File: config.mk
export PLATFORM = sky130hd
export DESIGN_NAME = csa_stream_accumulator_flat
export DESIGN_NICKNAME = d
export VERILOG_FILES = /design/src/rtl/csa_stream_accumulator_if.sv /design/src/rtl/csa_stream_accumulator.sv /design/src/flat_wrapper.sv
export SDC_FILE = /design/constraint.sdc
export NUM_CORES = 1
export LEC_CHECK = 0
export BUFFER_PORTS_ARGS = -buffer_cell sky130_fd_sc_hd__buf_2
export CORE_ASPECT_RATIO = 1.5
export CORE_MARGIN = 4
export CORE_UTILIZATION = 48
export CTS_CLUSTER_SIZE = 8
export DETAILED_ROUTE_END_ITERATION = 16
export PLACE_DENSITY = 0.66
export SLEW_MARGIN = 20
export SYNTH_ARGS = -nofsm -noshare
export SYNTH_HDL_FRONTEND = slang
export SYNTH_SLANG_ARGS = --single-unit
export TNS_END_PERCENT = 10
File: constraint.sdc
create_clock -name clk -period 11.5 [get_ports clk]
set_input_delay 0.575 -clock clk [delete_from_list [all_inputs] [get_ports clk]]
set_output_delay 0.575 -clock clk [all_outputs]
set_load 0.01 [all_outputs]
File: src/rtl/csa_stream_accumulator_if.sv
// Stream handshake bundle for csa_stream_accumulator: operand beats in, packet totals out.
// The master side produces operands and consumes results; the slave side is the accumulator.
interface csa_stream_accumulator_if #(
  parameter int WIDTH = 32,
  parameter int ACC_W = 40
);
  logic             in_valid;
  logic             in_ready;
  logic [WIDTH-1:0] in_data;
  logic             in_last;
  logic             out_valid;
  logic             out_ready;
  logic [ACC_W-1:0] out_sum;
  logic             out_ovf;
  logic [15:0]      out_count;

  modport master (
    output in_valid, in_data, in_last, out_ready,
    input  in_ready, out_valid, out_sum, out_ovf, out_count
  );

  modport slave (
    input  in_valid, in_data, in_last, out_ready,
    output in_ready, out_valid, out_sum, out_ovf, out_count
  );
endinterface

File: src/rtl/csa_stream_accumulator.sv
// Streaming multi-operand accumulator: beats fold into a carry-save S/C pair with no carry
// propagation; one resolve cycle per packet turns the redundant pair into a binary total.
module csa_stream_accumulator #(
  parameter int WIDTH  = 32,
  parameter int GUARD  = 8,
  parameter int SIGNED = 1
) (
  input  logic                     clk,
  input  logic                     rst,
  csa_stream_accumulator_if.slave  bus
);
  localparam int ACC_W = WIDTH + GUARD;

  typedef enum logic [1:0] {
    ST_ACCUM   = 2'd0,
    ST_RESOLVE = 2'd1,
    ST_OUTPUT  = 2'd2
  } state_t;

  state_t           state_q, state_d;
  logic [ACC_W-1:0] s_q, s_d;
  logic [ACC_W-1:0] c_q, c_d;
  logic [15:0]      cnt_q, cnt_d;
  logic [ACC_W-1:0] r_q, r_d;
  logic             out_valid_q, out_valid_d;
  logic [ACC_W-1:0] out_sum_q, out_sum_d;
  logic             out_ovf_q, out_ovf_d;
  logic [15:0]      out_count_q, out_count_d;

  logic             in_ready_s;
  logic             beat_acc_s;
  logic [ACC_W-1:0] x_s;

  function automatic logic [ACC_W-1:0] ext_operand(input logic [WIDTH-1:0] d);
    if (SIGNED != 0) begin
      return {{GUARD{d[WIDTH-1]}}, d};
    end else begin
      return {{GUARD{1'b0}}, d};
    end
  endfunction

  function automatic logic [ACC_W-1:0] csa_carry(input logic [ACC_W-1:0] a,
                                                 input logic [ACC_W-1:0] b,
                                                 input logic [ACC_W-1:0] x);
    logic [ACC_W-1:0] maj;
    maj = (a & b) | (a & x) | (b & x);
    return {maj[ACC_W-2:0], 1'b0};
  endfunction

  function automatic logic [15:0] sat_inc(input logic [15:0] v);
    if (v == 16'hFFFF) begin
      return v;
    end else begin
      return v + 16'd1;
    end
  endfunction

  // Signed totals must sign-extend from bit WIDTH-1; unsigned totals must have empty guard bits.
  function automatic logic ovf_detect(input logic [ACC_W-1:0] r);
    logic [GUARD:0] hi;
    hi = r[ACC_W-1:WIDTH-1];
    if (SIGNED != 0) begin
      return !((&hi) || !(|hi));
    end else begin
      return |hi[GUARD:1];
    end
  endfunction

  assign in_ready_s = (state_q == ST_ACCUM) && !rst;
  assign beat_acc_s = bus.in_valid && in_ready_s;
  assign x_s        = ext_operand(bus.in_data);

  assign bus.in_ready  = in_ready_s;
  assign bus.out_valid = out_valid_q;
  assign bus.out_sum   = out_sum_q;
  assign bus.out_ovf   = out_ovf_q;
  assign bus.out_count = out_count_q;

  // Next-state and datapath updates for the accumulate / resolve / present sequence.
  always_comb begin
    state_d     = state_q;
    s_d         = s_q;
    c_d         = c_q;
    cnt_d       = cnt_q;
    r_d         = r_q;
    out_valid_d = out_valid_q;
    out_sum_d   = out_sum_q;
    out_ovf_d   = out_ovf_q;
    out_count_d = out_count_q;
    case (state_q)
      ST_ACCUM: begin
        if (beat_acc_s) begin
          s_d   = s_q ^ c_q ^ x_s;
          c_d   = csa_carry(s_q, c_q, x_s);
          cnt_d = sat_inc(cnt_q);
          if (bus.in_last) begin
            state_d = ST_RESOLVE;
          end else begin
            state_d = ST_ACCUM;
          end
        end else begin
          state_d = ST_ACCUM;
        end
      end
      ST_RESOLVE: begin
        r_d         = s_q + c_q;
        out_count_d = cnt_q;
        state_d     = ST_OUTPUT;
      end
      ST_OUTPUT: begin
        // First OUTPUT cycle loads the result registers; afterwards they hold until accepted.
        if (!out_valid_q) begin
          out_valid_d = 1'b1;
          out_sum_d   = r_q;
          out_ovf_d   = ovf_detect(r_q);
        end else if (bus.out_ready) begin
          out_valid_d = 1'b0;
          s_d         = {ACC_W{1'b0}};
          c_d         = {ACC_W{1'b0}};
          cnt_d       = 16'd0;
          state_d     = ST_ACCUM;
        end else begin
          state_d = ST_OUTPUT;
        end
      end
      default: begin
        state_d     = ST_ACCUM;
        out_valid_d = 1'b0;
      end
    endcase
  end

  // State and datapath registers; reset discards any partial packet or pending result.
  always_ff @(posedge clk or posedge rst) begin
    if (rst) begin
      state_q     <= ST_ACCUM;
      s_q         <= {ACC_W{1'b0}};
      c_q         <= {ACC_W{1'b0}};
      cnt_q       <= 16'd0;
      r_q         <= {ACC_W{1'b0}};
      out_valid_q <= 1'b0;
      out_sum_q   <= {ACC_W{1'b0}};
      out_ovf_q   <= 1'b0;
      out_count_q <= 16'd0;
    end else begin
      state_q     <= state_d;
      s_q         <= s_d;
      c_q         <= c_d;
      cnt_q       <= cnt_d;
      r_q         <= r_d;
      out_valid_q <= out_valid_d;
      out_sum_q   <= out_sum_d;
      out_ovf_q   <= out_ovf_d;
      out_count_q <= out_count_d;
    end
  end
endmodule

File: src/flat_wrapper.sv
// flat-port wrapper written by rule: the top's interface ports become plain ports
module csa_stream_accumulator_flat 
#(
  parameter int WIDTH  = 32,
  parameter int GUARD  = 8,
  parameter int SIGNED = 1
)
  (clk, rst, bus_in_valid, bus_in_data, bus_in_last, bus_out_ready, bus_in_ready, bus_out_valid, bus_out_sum, bus_out_ovf, bus_out_count);
  csa_stream_accumulator_if #(.WIDTH(WIDTH), .ACC_W(40)) bus_i ();
  input  logic clk;
  input  logic rst;
  input wire logic [$bits(bus_i.in_valid)-1:0] bus_in_valid;
  input wire logic [$bits(bus_i.in_data)-1:0] bus_in_data;
  input wire logic [$bits(bus_i.in_last)-1:0] bus_in_last;
  input wire logic [$bits(bus_i.out_ready)-1:0] bus_out_ready;
  output wire logic [$bits(bus_i.in_ready)-1:0] bus_in_ready;
  output wire logic [$bits(bus_i.out_valid)-1:0] bus_out_valid;
  output wire logic [$bits(bus_i.out_sum)-1:0] bus_out_sum;
  output wire logic [$bits(bus_i.out_ovf)-1:0] bus_out_ovf;
  output wire logic [$bits(bus_i.out_count)-1:0] bus_out_count;
  assign bus_i.in_valid = bus_in_valid;
  assign bus_i.in_data = bus_in_data;
  assign bus_i.in_last = bus_in_last;
  assign bus_i.out_ready = bus_out_ready;
  assign bus_in_ready = bus_i.in_ready;
  assign bus_out_valid = bus_i.out_valid;
  assign bus_out_sum = bus_i.out_sum;
  assign bus_out_ovf = bus_i.out_ovf;
  assign bus_out_count = bus_i.out_count;
  csa_stream_accumulator #(.WIDTH(WIDTH), .GUARD(GUARD), .SIGNED(SIGNED)) u_core (.clk(clk), .rst(rst), .bus(bus_i));
endmodule
==> results_dict.tcl, run 1 <==
set metrics [dict create \
    post-place-ws_ps 8435 \
    synth_cells 916 \
    maxCapViolCount 0 \
    core_region_area_mm2 0.02098 \
    hold_viol_final 0 \
    die_width_um 127.0 \
    synth_compound_area_share_pct 17.63 \
    drc_errors 0 \
    powerDensity_mw_per_mm2 258.8 \
    synthArstFlopShare_pct 100.0 \
    drtPass1Iterations 5 \
    tightest_slew_ps 978.7 \
    critPathTopFamily "compound AO/OA/AOI/OAI gates" \
    grt_usage_pct 19.65 \
    vias 7248 \
    worstSetupPathType "reg -> reg" \
    dpl.hpwl_um 15520 \
    cts.sinks 195 \
    synth-seq-cells 195 \
    p_sw_share_pct 39.39 \
    synthesis.nets 1032 \
    mostFrequentLayoutCells "195 x dfrtp_1, 126 x nand2_1, 95 x buf_2, 78 x a22o_1, 50 x a21oi_1" \
    cp_cell_sequence "ha_1 -> inv_1 -> fa_1 -> nor2b_1 -> o2111ai_1 -> a21oi_2 -> o211ai_1 -> a2111oi_1 -> nor3_1 -> o211a_1 -> a211o_1" \
    start_util_pct 48.62 \
    max_stage_delay_ps 440 \
    io_buffers 95 \
    ys_warn_count 0 \
    area_growth_syn_to_layout_pct 12.14 \
    total_leakage_power_nw 5.544 \
    clk_pin_slew_worst_paths_ps 70 \
    wl_per_cell_um 17.51 \
    slew_violations 0 \
    worst_slack_ps 8453 \
    synth_xor_area_share_pct 3.520 \
    place_congestion 0.8691 \
    clock_skew_ps 10.34 \
    pwr-share-clk_pct 19.8 \
    cts_resized 0 \
    status "complete, no violations" \
    synthSimpleGateAreaFrac_pct 11.14 \
    yosysUniqueCellTypes 64 \
    cts_hold_buf 0 \
    vdd_ir_drop_max_uv 109.5 \
    synth_top_family_by_area "compound AO/OA/AOI/OAI gates" \
    min_period_ps 3047 \
    cts_setup_buffers 0 \
    cp-end-kind "flip-flop" \
    cts.path.max_buffers 2 \
    insertion_delay_ps 450 \
    nets 1102 \
    required_ps 11830 \
    max_slew_margin_pct 34.62 \
    min-delay-path-class "in -> async" \
    antenna_found_initial 0 \
    numCtsBuffers 17 \
    final_common_cell "dfrtp_1" \
    rsz0062_at_grt "no" \
    max_freq_mhz 328.2 \
    setup_viol 0 \
    routed_wl_um 22160 \
    min_period_over_period_pct 26.49 \
    combPwrFrac_pct 41.3 \
    grt_max_degree 126 \
    crit_buf_inv 1 \
    cts.root.buffer_cell "clkbuf_16" \
    grt-ovfl-total 0 \
    antenna_left 0 \
    cp_max_fo 4 \
    grt_pass1_wl_um 37830 \
    final.setup.tns_ps 0 \
    synth_mux_area_share_pct 4.833 \
    htreeDepth 4 \
    synthFlopType "dfrtp_1" \
    cp-start-kind "flip-flop" \
    pwr-share-seq_pct 39.0 \
    crit_slowest_cell "a2111oi_1" \
    n_antenna_cell 0 \
    grt_pass1_vias 7446 \
    synth_edf_count 0 \
    ios 96 \
    row_count 65 \
    cts_tree "built" \
    via_per_inst 5.725 \
    synthAdderAreaFrac_pct 12.56 \
    die_y_um 186.5 \
    die-area_mm2 0.02370 \
    power.internal_mw 1.794 \
    power.switching_mw 1.166 \
    ys_seq_area_share_pct 47.84 \
    critical_path_arrival_ps 3380 \
    dr.first_iter.drc_count 374 \
    netlist_area_mm2 0.01020 \
    drive_above_1_share_pct 18.54 \
    syn_area_per_cell_um2 11.14 \
]
[routing by layer]
| layer | vias up | routed length [um] | track usage, % |
|---|---|---|---|
| li1 | 3447 | - | - |
| met1 | 3628 | 9672 | 25.48 |
| met2 | 143 | 11370 | 33.73 |
| met3 | 30 | 731 | 3.179 |
| met4 | 0 | 388 | 6.152 |
| met5 | - | 0 | 0 |
[sequential cells by signal, summed over array words and instances (netlist names)]
| name | flops |
|---|---|
| u_core.state_q | 2 |
| u_core.bus.out_sum | 40 |
| u_core.s_q | 40 |
| u_core.cnt_q | 16 |
| u_core.c_q | 39 |
| u_core.bus.out_ovf | 1 |
| u_core.r_q | 40 |
| u_core.bus.out_valid | 1 |
| u_core.bus.out_count | 16 |
[power groups by stage]
stage          clock network, mW  registers (mW)  logic, mW
2_1_floorplan                  0            1.14      0.899
3_3_place_gp                   0            1.16       1.21
3_5_place_dp                   0            1.17       1.23
4_1_cts                    0.597            1.16       1.24
5_1_grt                    0.628            1.19       1.39
6_report                   0.585            1.15       1.22
[cell families after synthesis]
| logic type | Yosys count |
|---|---|
| AO/OA/AOI/OAI | 251 |
| AND/OR/NAND/NOR | 242 |
| flip-flops | 195 |
| adder cells (fa/ha/maj) | 79 |
| buffers and inverters | 64 |
| multiplexers | 44 |
| XOR/XNOR | 41 |
[area by class of cell]
type / count / area [um2]
clock buffers: 20 / 446.7
clock inverters: 11 / 118.9
fillers: 1889 / 9543
inverters: 15 / 63.81
multi-input cells: 657 / 5082
flip-flops and latches: 195 / 4880
well taps: 268 / 335.3
repair buffers: 100 / 513.0
[path summary, 6_finish.rpt]
path                                               from                 endpoint  slack (ps)  cells after the start
worst max-delay path                      u_core.s_q[1]           u_core.r_q[39]        8450                     11
worst min-delay path                                rst  u_core.bus.out_count[1]         270                      2
worst max register to register            u_core.s_q[1]           u_core.r_q[39]        8450                     11
worst min register to register  u_core.bus.out_count[0]  u_core.bus.out_count[0]         470                      2
max in group asynchronous                           rst   u_core.bus.out_sum[10]        9860                      3
min in group clk                            bus_in_last        u_core.state_q[0]         410                      2
[metrics by stage]
stage / hold slack, ps / power [mW] / area [um2] / std cells / util [%]
CTS: 376.8 / 2.994 / 11440 / 1266 / 54.51
global placement: 454.8 / 2.368 / 10870 / 1235 / 51.82
floorplan: 440.1 / 2.037 / 10200 / 916 / -
finish: 269.9 / 2.960 / 11440 / 1266 / 54.52
detailed placement: 458.7 / 2.399 / 10870 / 1235 / 51.82
global route: 388.6 / 3.206 / 11440 / 1266 / 54.52
[Yosys cell counts (all sizes together) (14+ instances only)]
cell type / count / area (um2)
dfrtp: 195 / 4880
o21ai: 62 / 310.3
a21o: 14 / 105.1
a22o: 78 / 683.2
nand2: 126 / 473.0
nand3: 17 / 85.08
fa: 39 / 780.8
inv: 15 / 56.30
xor2: 21 / 183.9
ha: 40 / 500.5
nor2: 32 / 120.1
clkbuf: 40 / 150.1
xnor2: 20 / 175.2
a21oi: 51 / 259.0
mux2: 42 / 473.0
nand4: 17 / 106.4
(Power assumes the default switching activity.)
==> run 2: changes to the inputs <==
==> constraint.sdc (replaced) <==
create_clock -name clk -period 2.9 [get_ports clk]
set_input_delay 0.145 -clock clk [delete_from_list [all_inputs] [get_ports clk]]
set_output_delay 0.145 -clock clk [all_outputs]
set_load 0.01 [all_outputs]
==> results_dict.tcl, run 2 (synthesis results as in run 1) <==
set metrics [dict create \
    dpl.hpwl_um 15940 \
    grt_pass1_wl_um 38690 \
    final.setup.tns_ps 0 \
    hold_viol_final 0 \
    clk_pin_slew_worst_paths_ps 70 \
    place_congestion 0.8997 \
    crit_slowest_cell "a2111oi_4" \
    drtPass1Iterations 5 \
    powerDensity_mw_per_mm2 1029 \
    via_per_inst 5.625 \
    drc_errors 0 \
    min_period_over_period_pct 97.98 \
    numCtsBuffers 17 \
    vias 7324 \
    area_growth_syn_to_layout_pct 15.97 \
    min_period_ps 2841 \
    cts.path.max_buffers 2 \
    status "complete, no violations" \
    grt_pass1_vias 7531 \
    grt_max_degree 196 \
    setup_viol 0 \
    nets 1136 \
    wl_per_cell_um 17.33 \
    critical_path_arrival_ps 3160 \
    antenna_found_initial 1 \
    hold_ws_ps 44.59 \
    cp_cell_sequence "ha_1 -> a21o_1 -> and4_4 -> a311oi_4 -> o31ai_4 -> a2111oi_4 -> o31ai_4 -> o2111ai_2 -> or3b_1" \
    place_inst 1259 \
    fin_cells 1302 \
    die_y_um 186.5 \
    ios 96 \
    cp-start-kind "flip-flop" \
    routed_wl_um 22560 \
    mostFrequentLayoutCells "194 x dfrtp_1, 126 x nand2_1, 95 x buf_2, 78 x a22o_1, 47 x a21oi_1" \
    cts.root.buffer_cell "clkbuf_16" \
    min-delay-path-class "in -> reg" \
    rsz0062_at_grt "yes" \
    die-area_mm2 0.02370 \
    worst_path_most_repeated_cell "o31ai_4" \
    max_freq_mhz 352.0 \
    cts.sinks 195 \
    tightest_slew_ps 891.2 \
    crit_buf_inv 0 \
    vdd_ir_drop_max_uv 457.4 \
    row_count 65 \
    clock_skew_ps 9.040 \
    antenna_left 0 \
    start_util_pct 48.62 \
    grt_usage_pct 19.96 \
    cts_tree "built" \
    drive_above_1_share_pct 22.65 \
    post-place-ws_ps 23.77 \
    cp_max_fo 4 \
    critPathTopFamily "compound AO/OA/AOI/OAI gates" \
    die_width_um 127.0 \
    required_ps 3220 \
    total_leakage_power_nw 5.738 \
    max_slew_margin_pct 40.59 \
    slew_violations 0 \
    total_power_mw 12.17 \
    final_common_cell "dfrtp_1" \
    core_region_area_mm2 0.02098 \
    htreeDepth 4 \
    grt-ovfl-total 0 \
    maxCapViolCount 0 \
    nFillCells 1858 \
    cp-end-kind "flip-flop" \
    insertion_delay_ps 440 \
    dr.first_iter.drc_count 360 \
    io_buffers 95 \
    worstSetupPathType "reg -> reg" \
    max_stage_delay_ps 450 \
    worst_slack_ps 58.70 \
]
run 2: changes by cell type in the layout (fill, tap and decap cells not counted), sizes merged:
| cell | delta |
|---|---|
| clkbuf | -2 |
| clkinv | +2 |
| clkinvlp | +2 |
| inv | -1 |
| buf | +32 |
| dlygate4sd3 | +2 |
| diode | +1 |
run 2: stage by stage:
| stage | area [um2] | util [%] |
|---|---|---|
| 2_1_floorplan | 10200 | - |
| 3_3_place_gp | 11070 | 52.78 |
| 3_5_place_dp | 11070 | 52.78 |
| 4_1_cts | 11680 | 55.65 |
| 5_1_grt | 11830 | 56.38 |
| 6_report | 11830 | 56.38 |
run 2: final timing paths:
kind	startpoint	end	slack, ps	cells past startpoint
min reg2reg	u_core.bus.out_count[9]	u_core.bus.out_count[9]	470	2
min	bus_out_ready	u_core.state_q[1]	40	4
min in group asynchronous	rst	u_core.bus.out_count[5]	400	4
max	u_core.c_q[2]	u_core.r_q[36]	60	9
max reg2reg	u_core.c_q[2]	u_core.r_q[36]	60	9
max in group asynchronous	rst	u_core.cnt_q[10]	1560	5
run 2: final cells by class:
cell class | count | area (um2) | share of cell area (%)
Clock buffer | 18 | 439.2 | 3.712
Clock inverter | 14 | 145.1 | 1.227
Antenna cell | 1 | 2.502 | 0.02115
Sequential cell | 195 | 4881 | 41.26
Tap cell | 268 | 335.3 | 2.834
Multi-Input combinational cell | 657 | 5149 | 43.52
Inverter | 15 | 60.06 | 0.5077
Timing Repair Buffer | 134 | 818.3 | 6.917
run 2: where the power goes:
| part | internal (mW) | total [mW] | switching (mW) | leakage, nW |
|---|---|---|---|---|
| Combinational | 2.42 | 5.23 | 2.81 | 2.93 |
| Sequential | 3.71 | 4.58 | 0.869 | 2.52 |
| Clock | 1.24 | 2.36 | 1.12 | 0.283 |
run 2: tightest hold or removal path: cells and delay by family:
family	cells	cell delay [ps]
buf+inv	1	100
simple gates	3	200
run 2: per-layer routing:
metal  GRT usage (%)  wire length, um  vias up  part of all wire [%]
met5               0                0        -                     0
met3           3.093              699       26                   3.1
li1                -                -     3508                     -
met2           34.46            11840      132                    52
met1           25.50             9580     3658                    42
met4           6.813              442        0                   2.0
run 2: what timing repair did:
item,in CTS,in global routing
setup endpoints to repair,2,7
cloned,0,0
pin swaps,0,9
hold endpoints to repair,1,71
gates resized for setup,2,13
setup buffers,0,7
hold buffers,1,1
==> run 3: changes to the inputs <==
==> constraint.sdc (replaced) <==
create_clock -name clk -period 3.6 [get_ports clk]
set_input_delay 0.18 -clock clk [delete_from_list [all_inputs] [get_ports clk]]
set_output_delay 0.18 -clock clk [all_outputs]
set_load 0.01 [all_outputs]
==> results_dict.tcl, run 3 (synthesis results as in run 1) <==
set metrics [dict create \
    status "complete, no violations" \
    dpl.hpwl_um 16080 \
    grt_pass1_vias 7372 \
    max_stage_delay_ps 430 \
    place_inst 1238 \
    min_period_ps 3029 \
    cp_max_fo 4 \
    routed_wl_um 22420 \
    grt_pass1_wl_um 38480 \
    required_ps 3930 \
    grt_usage_pct 19.97 \
    cts.path.max_buffers 2 \
    drive_above_1_share_pct 18.86 \
    start_util_pct 48.62 \
    worstSetupPathType "reg -> reg" \
    final_common_cell "dfrtp_1" \
    critical_path_arrival_ps 3360 \
    insertion_delay_ps 440 \
    n_antenna_cell 0 \
    slew_violations 0 \
    register_area_mm2 0.004880 \
    crit_buf_inv 1 \
    antenna_found_initial 0 \
    die_y_um 186.5 \
    die-area_mm2 0.02370 \
    cts.sinks 195 \
    io_buffers 95 \
    nFillCells 1833 \
    max_freq_mhz 330.2 \
    final.setup.tns_ps 0 \
    area_growth_syn_to_layout_pct 12.34 \
    cp-end-kind "flip-flop" \
    r2r_start "u_core.s_q[1]" \
    cp-start-kind "flip-flop" \
    max_slew_margin_pct 30.18 \
    vdd_ir_drop_max_uv 361.9 \
    critPathTopFamily "compound AO/OA/AOI/OAI gates" \
    tightest_slew_ps 1045 \
    drc_errors 0 \
    core_region_area_mm2 0.02098 \
    hold_start "bus_out_ready" \
    hold_end "u_core.state_q[1]" \
    min-delay-path-class "in -> reg" \
    grt-ovfl-total 0 \
    fin_cells 1270 \
    wl_per_cell_um 17.65 \
    maxCapViolCount 0 \
    cp_cell_sequence "ha_1 -> inv_1 -> fa_1 -> nor2b_1 -> o2111ai_1 -> a21oi_2 -> o211ai_1 -> a2111oi_1 -> nor3_1 -> o211a_1 -> a211o_1" \
    setup_viol 0 \
    grt_max_degree 81 \
    worstHoldPathCells 4 \
    numCtsBuffers 17 \
    htreeDepth 4 \
    rrSetupSlack_ps 570 \
    cts.root.buffer_cell "clkbuf_16" \
    total_leakage_power_nw 5.548 \
    cts_tree "built" \
    powerDensity_mw_per_mm2 819.2 \
    nets 1107 \
    dr.first_iter.drc_count 257 \
    rsz0062_at_grt "no" \
    multi_input_area_mm2 0.005086 \
    die_width_um 127.0 \
    clk_pin_slew_worst_paths_ps 70 \
    ios 96 \
    drtPass1Iterations 6 \
    crit_slowest_cell "a2111oi_1" \
    row_count 65 \
    reg2reg_to "u_core.r_q[39]" \
    via_per_inst 5.668 \
    hold_viol_final 0 \
    min_period_over_period_pct 84.13 \
    vias 7198 \
    place_congestion 0.8830 \
    ff2ff_path_depth 11 \
    clock_skew_ps 10.54 \
    antenna_left 0 \
    mostFrequentLayoutCells "195 x dfrtp_1, 126 x nand2_1, 95 x buf_2, 78 x a22o_1, 50 x a21oi_1" \
]
-- run 3: metal layers --
layer	GRT usage [%]	share of wire [%]
met5	0	0
met4	5.863	1.7
met3	3.179	3.3
met2	34.60	53
met1	25.77	42
-- run 3: cell type report --
| type | instances | share of cell area [%] |
|---|---|---|
| Inverter | 15 | 0.5241 |
| Clock buffer | 17 | 3.712 |
| Tap cell | 268 | 2.926 |
| Timing Repair Buffer | 105 | 4.957 |
| Clock inverter | 13 | 0.9171 |
| Multi-Input combinational cell | 657 | 44.38 |
| Sequential cell | 195 | 42.58 |
-- run 3: worst reg2reg max path: cells and delay by family, from the launching register on --
kind | cells | cell delay (ps)
AO/OA/AOI/OAI | 6 | 1580
adder cells (fa/ha/maj) | 2 | 590
buffers and inverters | 1 | 60
flip-flops | 1 | 390
AND/OR/NAND/NOR | 2 | 320
-- run 3: timing repair --
| item | 4_1_cts | 5_1_grt |
|---|---|---|
| gates resized for setup | 0 | 0 |
| setup buffers | 0 | 0 |
| hold endpoints to repair | 78 | 0 |
| endpoints found under the setup margin | 0 | 0 |
| hold buffers | 2 | 0 |
-- run 3: power by group --
group	internal, mW	total, mW	switching (mW)
Clock	0.890	1.76	0.871
Sequential	2.99	3.69	0.701
Combinational	1.77	3.94	2.17
Total	5.65	9.39	3.74
-- run 3: worst max path at each step --
stage	start	end	slack, ps	depth (start not counted)
after global placement	u_core.c_q[1]	u_core.r_q[39]	670	11
after detailed placement	u_core.c_q[1]	u_core.r_q[39]	590	11
after CTS	u_core.c_q[1]	u_core.r_q[39]	560	11
final	u_core.s_q[1]	u_core.r_q[39]	570	11
after global routing	u_core.s_q[1]	u_core.r_q[35]	370	11
after floorplan	rst	u_core.bus.out_count[0]	900	1
-- run 3: metrics by stage --
step	power (mW)	setup WS, ps	hold WS, ps	instance area, um2	utilization, %
after CTS	9.491	555.6	52.59	11450	54.59
after global routing	10.18	369.2	97.79	11460	54.62
after detailed placement	7.691	588.0	389.9	10900	51.97
after global placement	7.578	673.7	396.7	10900	51.97
final	9.388	571.3	69.55	11460	54.62
after floorplan	6.507	901.6	308.6	10200	-
